### src/rtl/db_arbiter.sv
// Pointer, occupancy and direction controller for the shared 64-entry USB data buffer.
// Arbitrates AHB/RX/TX store and get requests into registered one-cycle storage strobes.
module db_arbiter #(
  parameter int DEPTH = 64,
  parameter int AW    = 6
) (
  input  logic          clk,
  input  logic          n_rst,
  input  logic          store_tx_data,
  input  logic          store_rx_data,
  input  logic          get_tx_data,
  input  logic          get_rx_data,
  input  logic          clear,
  input  logic          flush,
  output logic          wr_en,
  output logic [AW-1:0] wr_addr,
  output logic          rd_en,
  output logic [AW-1:0] rd_addr,
  output logic [AW:0]   buffer_occupancy,
  output logic [1:0]    mode,
  output logic          overflow,
  output logic          underflow,
  output logic          dir_err
);

  typedef enum logic [1:0] {
    IDLE = 2'd0,
    TX   = 2'd1,
    RX   = 2'd2
  } mode_t;

  localparam logic [AW:0] ONE      = {{AW{1'b0}}, 1'b1};
  localparam logic [AW:0] FULL_OCC = {1'b1, {AW{1'b0}}};

  mode_t       state_q, state_d;
  logic [AW:0] wptr_q, rptr_q, wptr_d, rptr_d;
  logic [AW:0] occ, occ_d;
  logic        full, empty;
  logic        legal_wr, legal_rd;
  logic        wr_acc, rd_acc;
  logic        ovf_d, unf_d, dir_d;
  logic        kill;

  always_comb begin
    state_d  = state_q;
    wptr_d   = wptr_q;
    rptr_d   = rptr_q;
    legal_wr = 1'b0;
    legal_rd = 1'b0;
    dir_d    = 1'b0;
    occ      = wptr_q - rptr_q;
    full     = (occ == FULL_OCC);
    empty    = (occ == '0);
    kill     = clear | flush;

    // Which requests belong to the current direction; the rest are direction errors.
    case (state_q)
      TX: begin
        legal_wr = store_tx_data;
        legal_rd = get_tx_data;
        dir_d    = store_rx_data | get_rx_data;
      end
      RX: begin
        legal_wr = store_rx_data;
        legal_rd = get_rx_data;
        dir_d    = store_tx_data | get_tx_data;
      end
      default: begin
        legal_wr = store_tx_data | store_rx_data;
        legal_rd = get_tx_data | get_rx_data;
        dir_d    = store_tx_data & store_rx_data;
      end
    endcase

    wr_acc = legal_wr & ~full;
    rd_acc = legal_rd & ~empty;
    ovf_d  = legal_wr & full;
    unf_d  = legal_rd & empty;

    if (wr_acc) wptr_d = wptr_q + ONE;
    if (rd_acc) rptr_d = rptr_q + ONE;

    case (state_q)
      IDLE: begin
        if (store_rx_data)      state_d = RX;
        else if (store_tx_data) state_d = TX;
      end
      TX, RX: begin
        if (rd_acc && !wr_acc && occ == ONE) state_d = IDLE;
      end
      default: state_d = IDLE;
    endcase

    // Clear/flush overrides everything decided above.
    if (kill) begin
      state_d = IDLE;
      wptr_d  = '0;
      rptr_d  = '0;
      wr_acc  = 1'b0;
      rd_acc  = 1'b0;
      ovf_d   = 1'b0;
      unf_d   = 1'b0;
      dir_d   = 1'b0;
    end

    occ_d = wptr_d - rptr_d;
  end

  always_ff @(posedge clk) begin
    if (!n_rst) begin
      state_q          <= IDLE;
      wptr_q           <= '0;
      rptr_q           <= '0;
      wr_en            <= 1'b0;
      rd_en            <= 1'b0;
      wr_addr          <= '0;
      rd_addr          <= '0;
      buffer_occupancy <= '0;
      overflow         <= 1'b0;
      underflow        <= 1'b0;
      dir_err          <= 1'b0;
    end else begin
      state_q          <= state_d;
      wptr_q           <= wptr_d;
      rptr_q           <= rptr_d;
      wr_en            <= wr_acc;
      rd_en            <= rd_acc;
      wr_addr          <= kill ? '0 : wptr_q[AW-1:0];
      rd_addr          <= kill ? '0 : rptr_q[AW-1:0];
      buffer_occupancy <= occ_d;
      overflow         <= ovf_d;
      underflow        <= unf_d;
      dir_err          <= dir_d;
    end
  end

  assign mode = state_q;

endmodule

### config.mk
export PLATFORM = sky130hd
export DESIGN_NAME = db_arbiter
export DESIGN_NICKNAME = d
export VERILOG_FILES = /design/src/rtl/db_arbiter.sv
export SDC_FILE = /design/constraint.sdc
export NUM_CORES = 1
export LEC_CHECK = 0
export ABC_AREA = 1
export BUFFER_PORTS_ARGS = -buffer_cell sky130_fd_sc_hd__buf_4
export CORE_UTILIZATION = 45
export CTS_CLUSTER_DIAMETER = 200
export CTS_CLUSTER_SIZE = 20
export DETAILED_ROUTE_END_ITERATION = 12
export GPL_ROUTABILITY_DRIVEN = 0
export GPL_TIMING_DRIVEN = 0
export PLACE_DENSITY_LB_ADDON = 0.1
export SETUP_SLACK_MARGIN = 0.3
export SLEW_MARGIN = 20
export SYNTH_ARGS = -nofsm -noshare
export SYNTH_HDL_FRONTEND = slang
export SYNTH_SLANG_ARGS = --single-unit
### constraint.sdc
create_clock -name clk -period 6.3 [get_ports clk]
set_clock_uncertainty 0.05 [all_clocks]
set_input_delay 0.315 -clock clk [delete_from_list [all_inputs] [get_ports clk]]
set_output_delay 0.315 -clock clk [all_outputs]
set_load 0.02 [all_outputs]
-- Word level (Yosys, flattened, before mapping)
Cells that the tools add are included.
W data, S select, Z words.
- word-level logic and storage cells: 53
- bits of input ports: 8
- register bits: 40
- output and inout bits: 26
- mux-type cells: 11
- bitwise logic cells: 13
- equality and inequality tests: 6
- add/subtract/negate cells: 4
- reductions and logical operators: 8
- operators by type and width (operator ; number):
    $mux W7 ; 4
    $add A7 B1 Y7 const B ; 2
    $sub A7 B7 Y7 ; 2
    $eq A7 B1 Y1 const B ; 1
    $eq A7 B7 Y1 const B ; 1
    $logic_not A7 Y1 ; 1
    $mux W2 ; 3
    $pmux W1 S2 ; 3
    $and A1 B1 Y1 ; 5
    $or A1 B1 Y1 ; 5
    $pmux W2 S2 ; 1
    $reduce_or A2 Y1 ; 2
    $ne A3 B3 Y1 const B ; 1
    $not A1 Y1 ; 3
    $eq A2 B1 Y1 const B ; 1
    $eq A2 B2 Y1 const B ; 1
    $logic_and A1 B1 Y1 ; 2
    $logic_not A2 Y1 ; 1
    $ne A2 B2 Y1 const B ; 1
    $reduce_and A2 Y1 ; 1
    $logic_not A1 Y1 ; 1

-- Longest topological paths before layout
Gate-level depths: netlist (run 1).
- depth after elaboration: 9
- mapped depth: 26
- gate-level depth less buffers: 26

-- Worst setup path before layout (run 1)
OpenSTA, ideal clock, no wires.
- path type: reg-to-reg
- start: reg wptr_q[0]
- end: reg buffer_occupancy[6]
- required time: 6.135 ns
- setup time: 0.115 ns
- clock period less this slack: 3.388 ns
- setup slack: 2.912 ns
- buffers on the path: 0
- arrival: 3.223 ns
- stages on the path, launching flop included: 25
- cells stage by stage: dfxtp_1 > inv_1 > ha_1 > fa_1 > inv_1 > nand3_1 > nand3_1 > xor2_1 > nor2_4 > nand3_4 > nand2_4 > inv_2 > nor2_1 > nor3_1 > ha_1 > inv_1 > fa_1 > a21oi_1 > nor2_1 > nor2_1 > nor2_1 > nor2_1 > o21bai_1 > a21oi_1 > nor2_1
- word-level cells in the longest chain between the ends: 7
- elaborated cells on any way between the ends: 13
- classes of those cells: add/sub: 3; eq/ne: 1; mux: 4; bitwise: 4; reduce/logical: 1
- ends and longest elaborated chain (what ; line ; source):
    start: declaration ; 36 ; logic [AW:0] wptr_q, rptr_q, wptr_d, rptr_d;
    start signal: assignment ; 124 ; wptr_q <= wptr_d;
    $sub A7 B7 Y7 ; 51 ; occ = wptr_q - rptr_q;
    $logic_not A7 Y1 ; 53 ; empty = (occ == '0);
    $not A1 Y1 ; 76 ; rd_acc = legal_rd & ~empty;
    $and A1 B1 Y1 ; 76 ;
    $mux W7 ; 81 ; if (rd_acc) rptr_d = rptr_q + ONE;
    $mux W7 ; 95 ; if (kill) begin
    named net rptr_d[0] ; 36 ;
    $sub A7 B7 Y7 ; 106 ; occ_d = wptr_d - rptr_d;
    end signal: assignment ; 118 ; buffer_occupancy <= '0;
    end signal: assignment ; 130 ; buffer_occupancy <= occ_d;
    end: declaration ; 19 ; output logic [AW:0] buffer_occupancy,
The timed path passes the listed nets, and every way through them passes these cells.
A chain may end at the register's enable or synchronous reset.

-- Final worst setup path (run 1)
Same ends and word-level chain as after synthesis.

==> impl_metrics.env, run 1 <==
export IMPL_wire_per_inst_um=11.6
export IMPL_synth_edf_count=0
export IMPL_die_h_um=73.0
export IMPL_portBuffers=33
export IMPL_via_count=1984
export IMPL_synth_area_um2=2270
export IMPL_p_leak_nw=1.28
export IMPL_place_area_um2=2600
export IMPL_synth_top_area_share_pct=35.3
export IMPL_startpoint_type="register"
export IMPL_cts_tree="yes"
export IMPL_htree_levels=2
export IMPL_place_ws_ps=2480
export IMPL_ir_drop_v=0.000161
export IMPL_synth_distinct_cells=35
export IMPL_grt_usage_pct=19.8
export IMPL_fin_crit_sh_pct=61.1
export IMPL_die_w_um=73.0
export IMPL_arrival_ps=3990
export IMPL_max_freq_mhz=260
export IMPL_fin_cells=415
export IMPL_clock_sinks=40
export IMPL_nNetsFinal=374
export IMPL_core_area_um2=4790
export IMPL_worst_pin_slew_ps=608
export IMPL_power_mw=0.647
export IMPL_hold_viol_final=0
export IMPL_antenna_found_initial=0
export IMPL_cts_made_buffers=5
export IMPL_end_kind="register"
export IMPL_routed_wirelength_um=4800
export IMPL_ys_top_cells_by_count="nor2_1, inv_1, nand2_1"
export IMPL_insertion_delay_ps=300
export IMPL_grt_ovfl_total=0
export IMPL_path_clk_slew_ps=80
export IMPL_maxCapViolCount=0
export IMPL_synthArstFlopShare_pct=0
export IMPL_start_util_pct=47.4
export IMPL_final_core_util_pct=56.7
export IMPL_place_inst=407
export IMPL_yosysSeqAreaShare_pct=35.3
export IMPL_hold_buffers=0
export IMPL_cts_buffer_depth=2
export IMPL_die_area_um2=5330
export IMPL_drc_errors=0
export IMPL_yosys_area_top_type="dfxtp_1"
export IMPL_synth_cells=307
export IMPL_finalInstanceArea_um2=2710
export IMPL_criticalPathCategory="register to register"
export IMPL_setup_slack_ps=2450
export IMPL_relSlewSlack_pct=59.0
export IMPL_rows=25
export IMPL_final_setup_tns_ps=0
export IMPL_cellPowerDensity_nw_per_um2=238
export IMPL_n_antenna_cell=0
export IMPL_syn_num_nets=334
export IMPL_first_global_vias=1785
export IMPL_rsz0062_at_grt="no"
export IMPL_status="finished, final reports clean"
export IMPL_cts_root_buf="clkbuf_8"
export IMPL_drv_slew=0
export IMPL_setup_violations=0
export IMPL_antenna_left=0
export IMPL_cts_resized=0
export IMPL_ys_seq_elements=40
export IMPL_dp_hpwl_um=3810
export IMPL_hold_path_class="input pin to register"
export IMPL_worstPathMaxFanout=7
export IMPL_ys_warnings_count=0
export IMPL_drt_pass1_iter_count=4
export IMPL_area_growth_syn_to_layout_pct=19.5
export IMPL_via_per_inst=4.78
export IMPL_drt_first_iter_violations=97
export IMPL_ios=34
export IMPL_syn_avg_cell_area_um2=7.39
export IMPL_drive_above_1_share_pct=18.7
export IMPL_netlist_top_cells_area="dfxtp_1, ha_1, nor2_1"
export IMPL_synthMostInstantiatedCell="nor2_1"
export IMPL_grt_max_degree=14
export IMPL_period_minus_slack_ps=3850
export IMPL_cts_setup_buffers=0
export IMPL_worstPathRequired_ps=6440
export IMPL_synthFlopType="dfxtp_1"
export IMPL_grt_pass1_wl_um=7920
export IMPL_holdWs_ps=191
[layout make-up]
type                       instances  area (µm²)
buffer                             4        15.0
clock buffer                       5        68.8
clock inverter                     3        42.5
fill                             493        2070
inverter                          51         194
multi-input combinational        212        1260
sequential                        40         801
tap                               67        83.8
timing repair buffer              33         248
[layout by cell type (no fill, tap or decap), drive strengths merged]
cell	n
dfxtp	40
xnor2	2
nand3	23
a21oi	12
xor2	8
ha	17
nand2	54
bufinv	1
clkinvlp	1
a21boi	1
a211oi	1
nor3	9
o21ai	15
inv	51
buf	34
nand4	6
nor4	3
clkbuf	8
nor3b	1
o21bai	1
clkinv	1
a22o	1
nor2	55
fa	2
a311o	1
[critical path, cell delays in order (launching register included)]
cell and delay, ps:
dfxtp_1 390, inv_1 120, ha_1 240, fa_1 400, inv_1 90, nand3_1 60, nand3_1 90, xor2_1 230
nor2_4 90, nand3_4 90, nand2_4 110, inv_2 100, nor2_1 50, nor3_1 190, ha_1 210, inv_1 50
fa_1 400, a21oi_1 150, nor2_1 70, nor2_1 80, nor2_1 60, nor2_1 100, o21bai_1 100, a21oi_1 140
nor2_1 60
[sequential cells by signal (all words and copies together) (netlist names), 2 cells and up]
signal            count
buffer_occupancy      7
rptr_q                7
wptr_q                7
rd_addr               6
wr_addr               6
mode                  2
[final timing paths]
kind                                 from  depth (start not counted)  slack, ps             endpoint
worst max register to register  wptr_q[0]                         24       2450  buffer_occupancy[6]
worst min-delay path                n_rst                          3        190  buffer_occupancy[1]
worst max-delay path            wptr_q[0]                         24       2450  buffer_occupancy[6]
worst min register to register  wptr_q[5]                          2        450           wr_addr[5]
[cells by family after synthesis]
group | after synthesis | share of synthesized area [%]
AO/OA/AOI/OAI | 32 | 8.10
XOR/XNOR | 10 | 3.86
AND/OR/NAND/NOR | 151 | 32.4
adder cells (fa/ha/maj) | 19 | 11.1
flip-flops | 40 | 35.3
buffers and inverters | 55 | 9.21
[report_power, final]
group          internal, mW  total [mW]  switching, mW
sequential            0.264       0.269        0.00524
combinational        0.0605       0.170          0.110
clock                 0.117       0.208         0.0905
total                 0.442       0.647          0.205
[routing by layer]
| metal | share of wire, % | vias to the layer above | global-route usage, % |
|---|---|---|---|
| li1 | - | 1059 | - |
| met2 | 47 | 41 | 32.5 |
| met4 | 1.6 | 0 | 7.19 |
| met5 | 0 | - | 0 |
| met1 | 46 | 878 | 25.8 |
| met3 | 4.9 | 6 | 3.73 |
Power figures use the tool's default switching activity.
==> inputs of run 2 (changes only) <==
==> constraint.sdc (replaced) <==
create_clock -name clk -period 3.3 [get_ports clk]
set_clock_uncertainty 0.05 [all_clocks]
set_input_delay 0.165 -clock clk [delete_from_list [all_inputs] [get_ports clk]]
set_output_delay 0.165 -clock clk [all_outputs]
set_load 0.02 [all_outputs]
==> run 2 against run 1 <==
Net effect: the flow now finishes with violations (negative setup slack); setup slack worse by 2500 ps; critical path depth fell by 1; clock-buffer cell count grew 1; combinational power rose to 2.7 times the previous value; power is 110% higher; via count grew 7.8%; maximum frequency rose by 15%; design area up 12%; wire length grew 13%; largest cell class unchanged; largest power group unchanged.
==> impl_metrics.env, run 2 (same netlist as run 1, synthesis figures left out) <==
export IMPL_p_leak_nw=1.41
export IMPL_fin_cells=435
export IMPL_violations="negative setup slack"
export IMPL_holdWs_ps=33.4
export IMPL_path_cells="inv_4, ha_4, fa_2, inv_2, nand3_2, nand3_2, xor2_2, nor2_4, nand3_4, nand2_8, nor2_4, nor3_2, ha_2, inv_2, fa_2, a21oi_2, nor2_1, nor2_1, nor2_1, nor2_1, o21bai_2, a21oi_2, nor2_1"
export IMPL_insertion_delay_ps=300
export IMPL_dp_hpwl_um=3810
export IMPL_die_h_um=73.0
export IMPL_worstPathRequired_ps=3450
export IMPL_cellPowerDensity_nw_per_um2=451
export IMPL_wire_per_inst_um=12.5
export IMPL_start_util_pct=47.4
export IMPL_antenna_left=0
export IMPL_fin_crit_sh_pct=101
export IMPL_grtUsageMet1_pct=26.9
export IMPL_first_global_vias=1976
export IMPL_setup_slack_ps=-33.5
export IMPL_cp_top_family="simple AND/OR/NAND/NOR gates"
export IMPL_drive_above_1_share_pct=32.3
export IMPL_top_usage_layer="met2"
export IMPL_crit_top_cell="nor2_1"
export IMPL_drt_pass1_iter_count=4
export IMPL_n_antenna_cell=0
export IMPL_status="finished with violations"
export IMPL_max_freq_mhz=300
export IMPL_via_count=2138
export IMPL_ios=34
export IMPL_final_setup_tns_ps=-33.5
export IMPL_fill_cells=450
export IMPL_final_cell_mix="buf_4, nor2_1, inv_1, nand2_1, dfxtp_1"
export IMPL_maxCapViolCount=0
export IMPL_die_area_um2=5330
export IMPL_grt_usage_pct=22.1
export IMPL_routed_wirelength_um=5430
export IMPL_setup_violations=1
export IMPL_cts_tree="yes"
export IMPL_multiInputGateArea_um2=1420
export IMPL_drc_errors=0
export IMPL_met2_usage_pct=38.4
export IMPL_drv_slew=0
export IMPL_cts_root_buf="clkbuf_8"
export IMPL_area_growth_syn_to_layout_pct=34.0
export IMPL_critPathSlowestCell="dfxtp_2"
export IMPL_clock_sinks=40
export IMPL_antenna_found_initial=0
export IMPL_final_common_cell="buf_4"
export IMPL_worst_pin_slew_ps=586
export IMPL_cts_buffer_depth=2
export IMPL_ir_drop_v=0.000302
export IMPL_place_inst=407
export IMPL_portBuffers=33
export IMPL_path_clk_slew_ps=80
export IMPL_grt_max_degree=13
export IMPL_rsz0062_at_grt="yes"
export IMPL_hold_path_class="input pin to register"
export IMPL_worstPathMaxFanout=6
export IMPL_hold_viol_final=0
export IMPL_nNetsFinal=394
export IMPL_grt_ovfl_total=0
export IMPL_arrival_ps=3480
export IMPL_cts_made_buffers=5
export IMPL_seqCellArea_um2=810
export IMPL_rows=25
export IMPL_core_area_um2=4790
export IMPL_drt_first_iter_violations=119
export IMPL_top_regs="buffer_occupancy x7, rptr_q x7, wptr_q x7"
export IMPL_grt_pass1_wl_um=8900
export IMPL_htree_levels=2
export IMPL_relSlewSlack_pct=60.9
export IMPL_crit_buf_inv=3
export IMPL_slowest_delay_ps=360
export IMPL_criticalPathCategory="register to register"
export IMPL_via_per_inst=4.91
export IMPL_use_met3_pct=4.83
export IMPL_period_minus_slack_ps=3330
export IMPL_die_w_um=73.0
export IMPL_end_kind="register"
export IMPL_startpoint_type="register"
-- run 2: per-stage QoR --
stage / util, % / cell area (µm²) / setup slack (ps) / power (mW)
floorplan: - / 2330 / 121 / 0.782
global placement: 55.7 / 2670 / -274 / 0.862
detailed placement: 55.7 / 2670 / -316 / 0.865
CTS: 62.3 / 2980 / -82.1 / 1.35
global route: 63.6 / 3040 / -306 / 1.45
finish: 63.6 / 3040 / -33.5 / 1.37
-- run 2: area by class of cell --
class / count / share of cell area [%]
multi-input cells: 212 / 46.7
flip-flops and latches: 40 / 26.6
repair buffers: 53 / 13.2
inverters: 51 / 6.71
well taps: 67 / 2.76
clock buffers: 6 / 2.39
clock inverters: 2 / 1.15
plain buffers: 4 / 0.494
-- run 2: timing repair --
item / CTS / global route
gates resized for setup: 27 / 7
cloned: 0 / 0
setup buffers: 16 / 4
hold buffers: 0 / 0
pin swaps: 19 / 4
setup endpoints to repair: 6 / 6
-- run 2: tightest hold or removal path, stage by stage --
cell	delay (ps)
buf_4	100
nand2_1	50
inv_1	40
-- run 2: metal layers --
metal  vias to the layer above  wire (µm)
li1                       1093          -
met1                       989       2350
met2                        50       2760
met3                         6        241
met4                         0         78
met5                         -          0
-- run 2: where the power goes --
| group | switching [mW] | internal [mW] | leakage (nW) | total (mW) |
|---|---|---|---|---|
| Clock | 0.179 | 0.225 | 0.0552 | 0.404 |
| Sequential | 0.0104 | 0.503 | 0.326 | 0.514 |
| Combinational | 0.253 | 0.200 | 1.03 | 0.453 |
| Total | 0.443 | 0.928 | 1.41 | 1.37 |
-- run 2: final timing paths --
path / startpoint / to / slack, ps / depth (start not counted)
max: wptr_q[0] / buffer_occupancy[6] / -30 / 23
min reg2reg: mode[1] / mode[1] / 450 / 2
max reg2reg: wptr_q[0] / buffer_occupancy[6] / -30 / 23
min: n_rst / buffer_occupancy[1] / 30 / 3
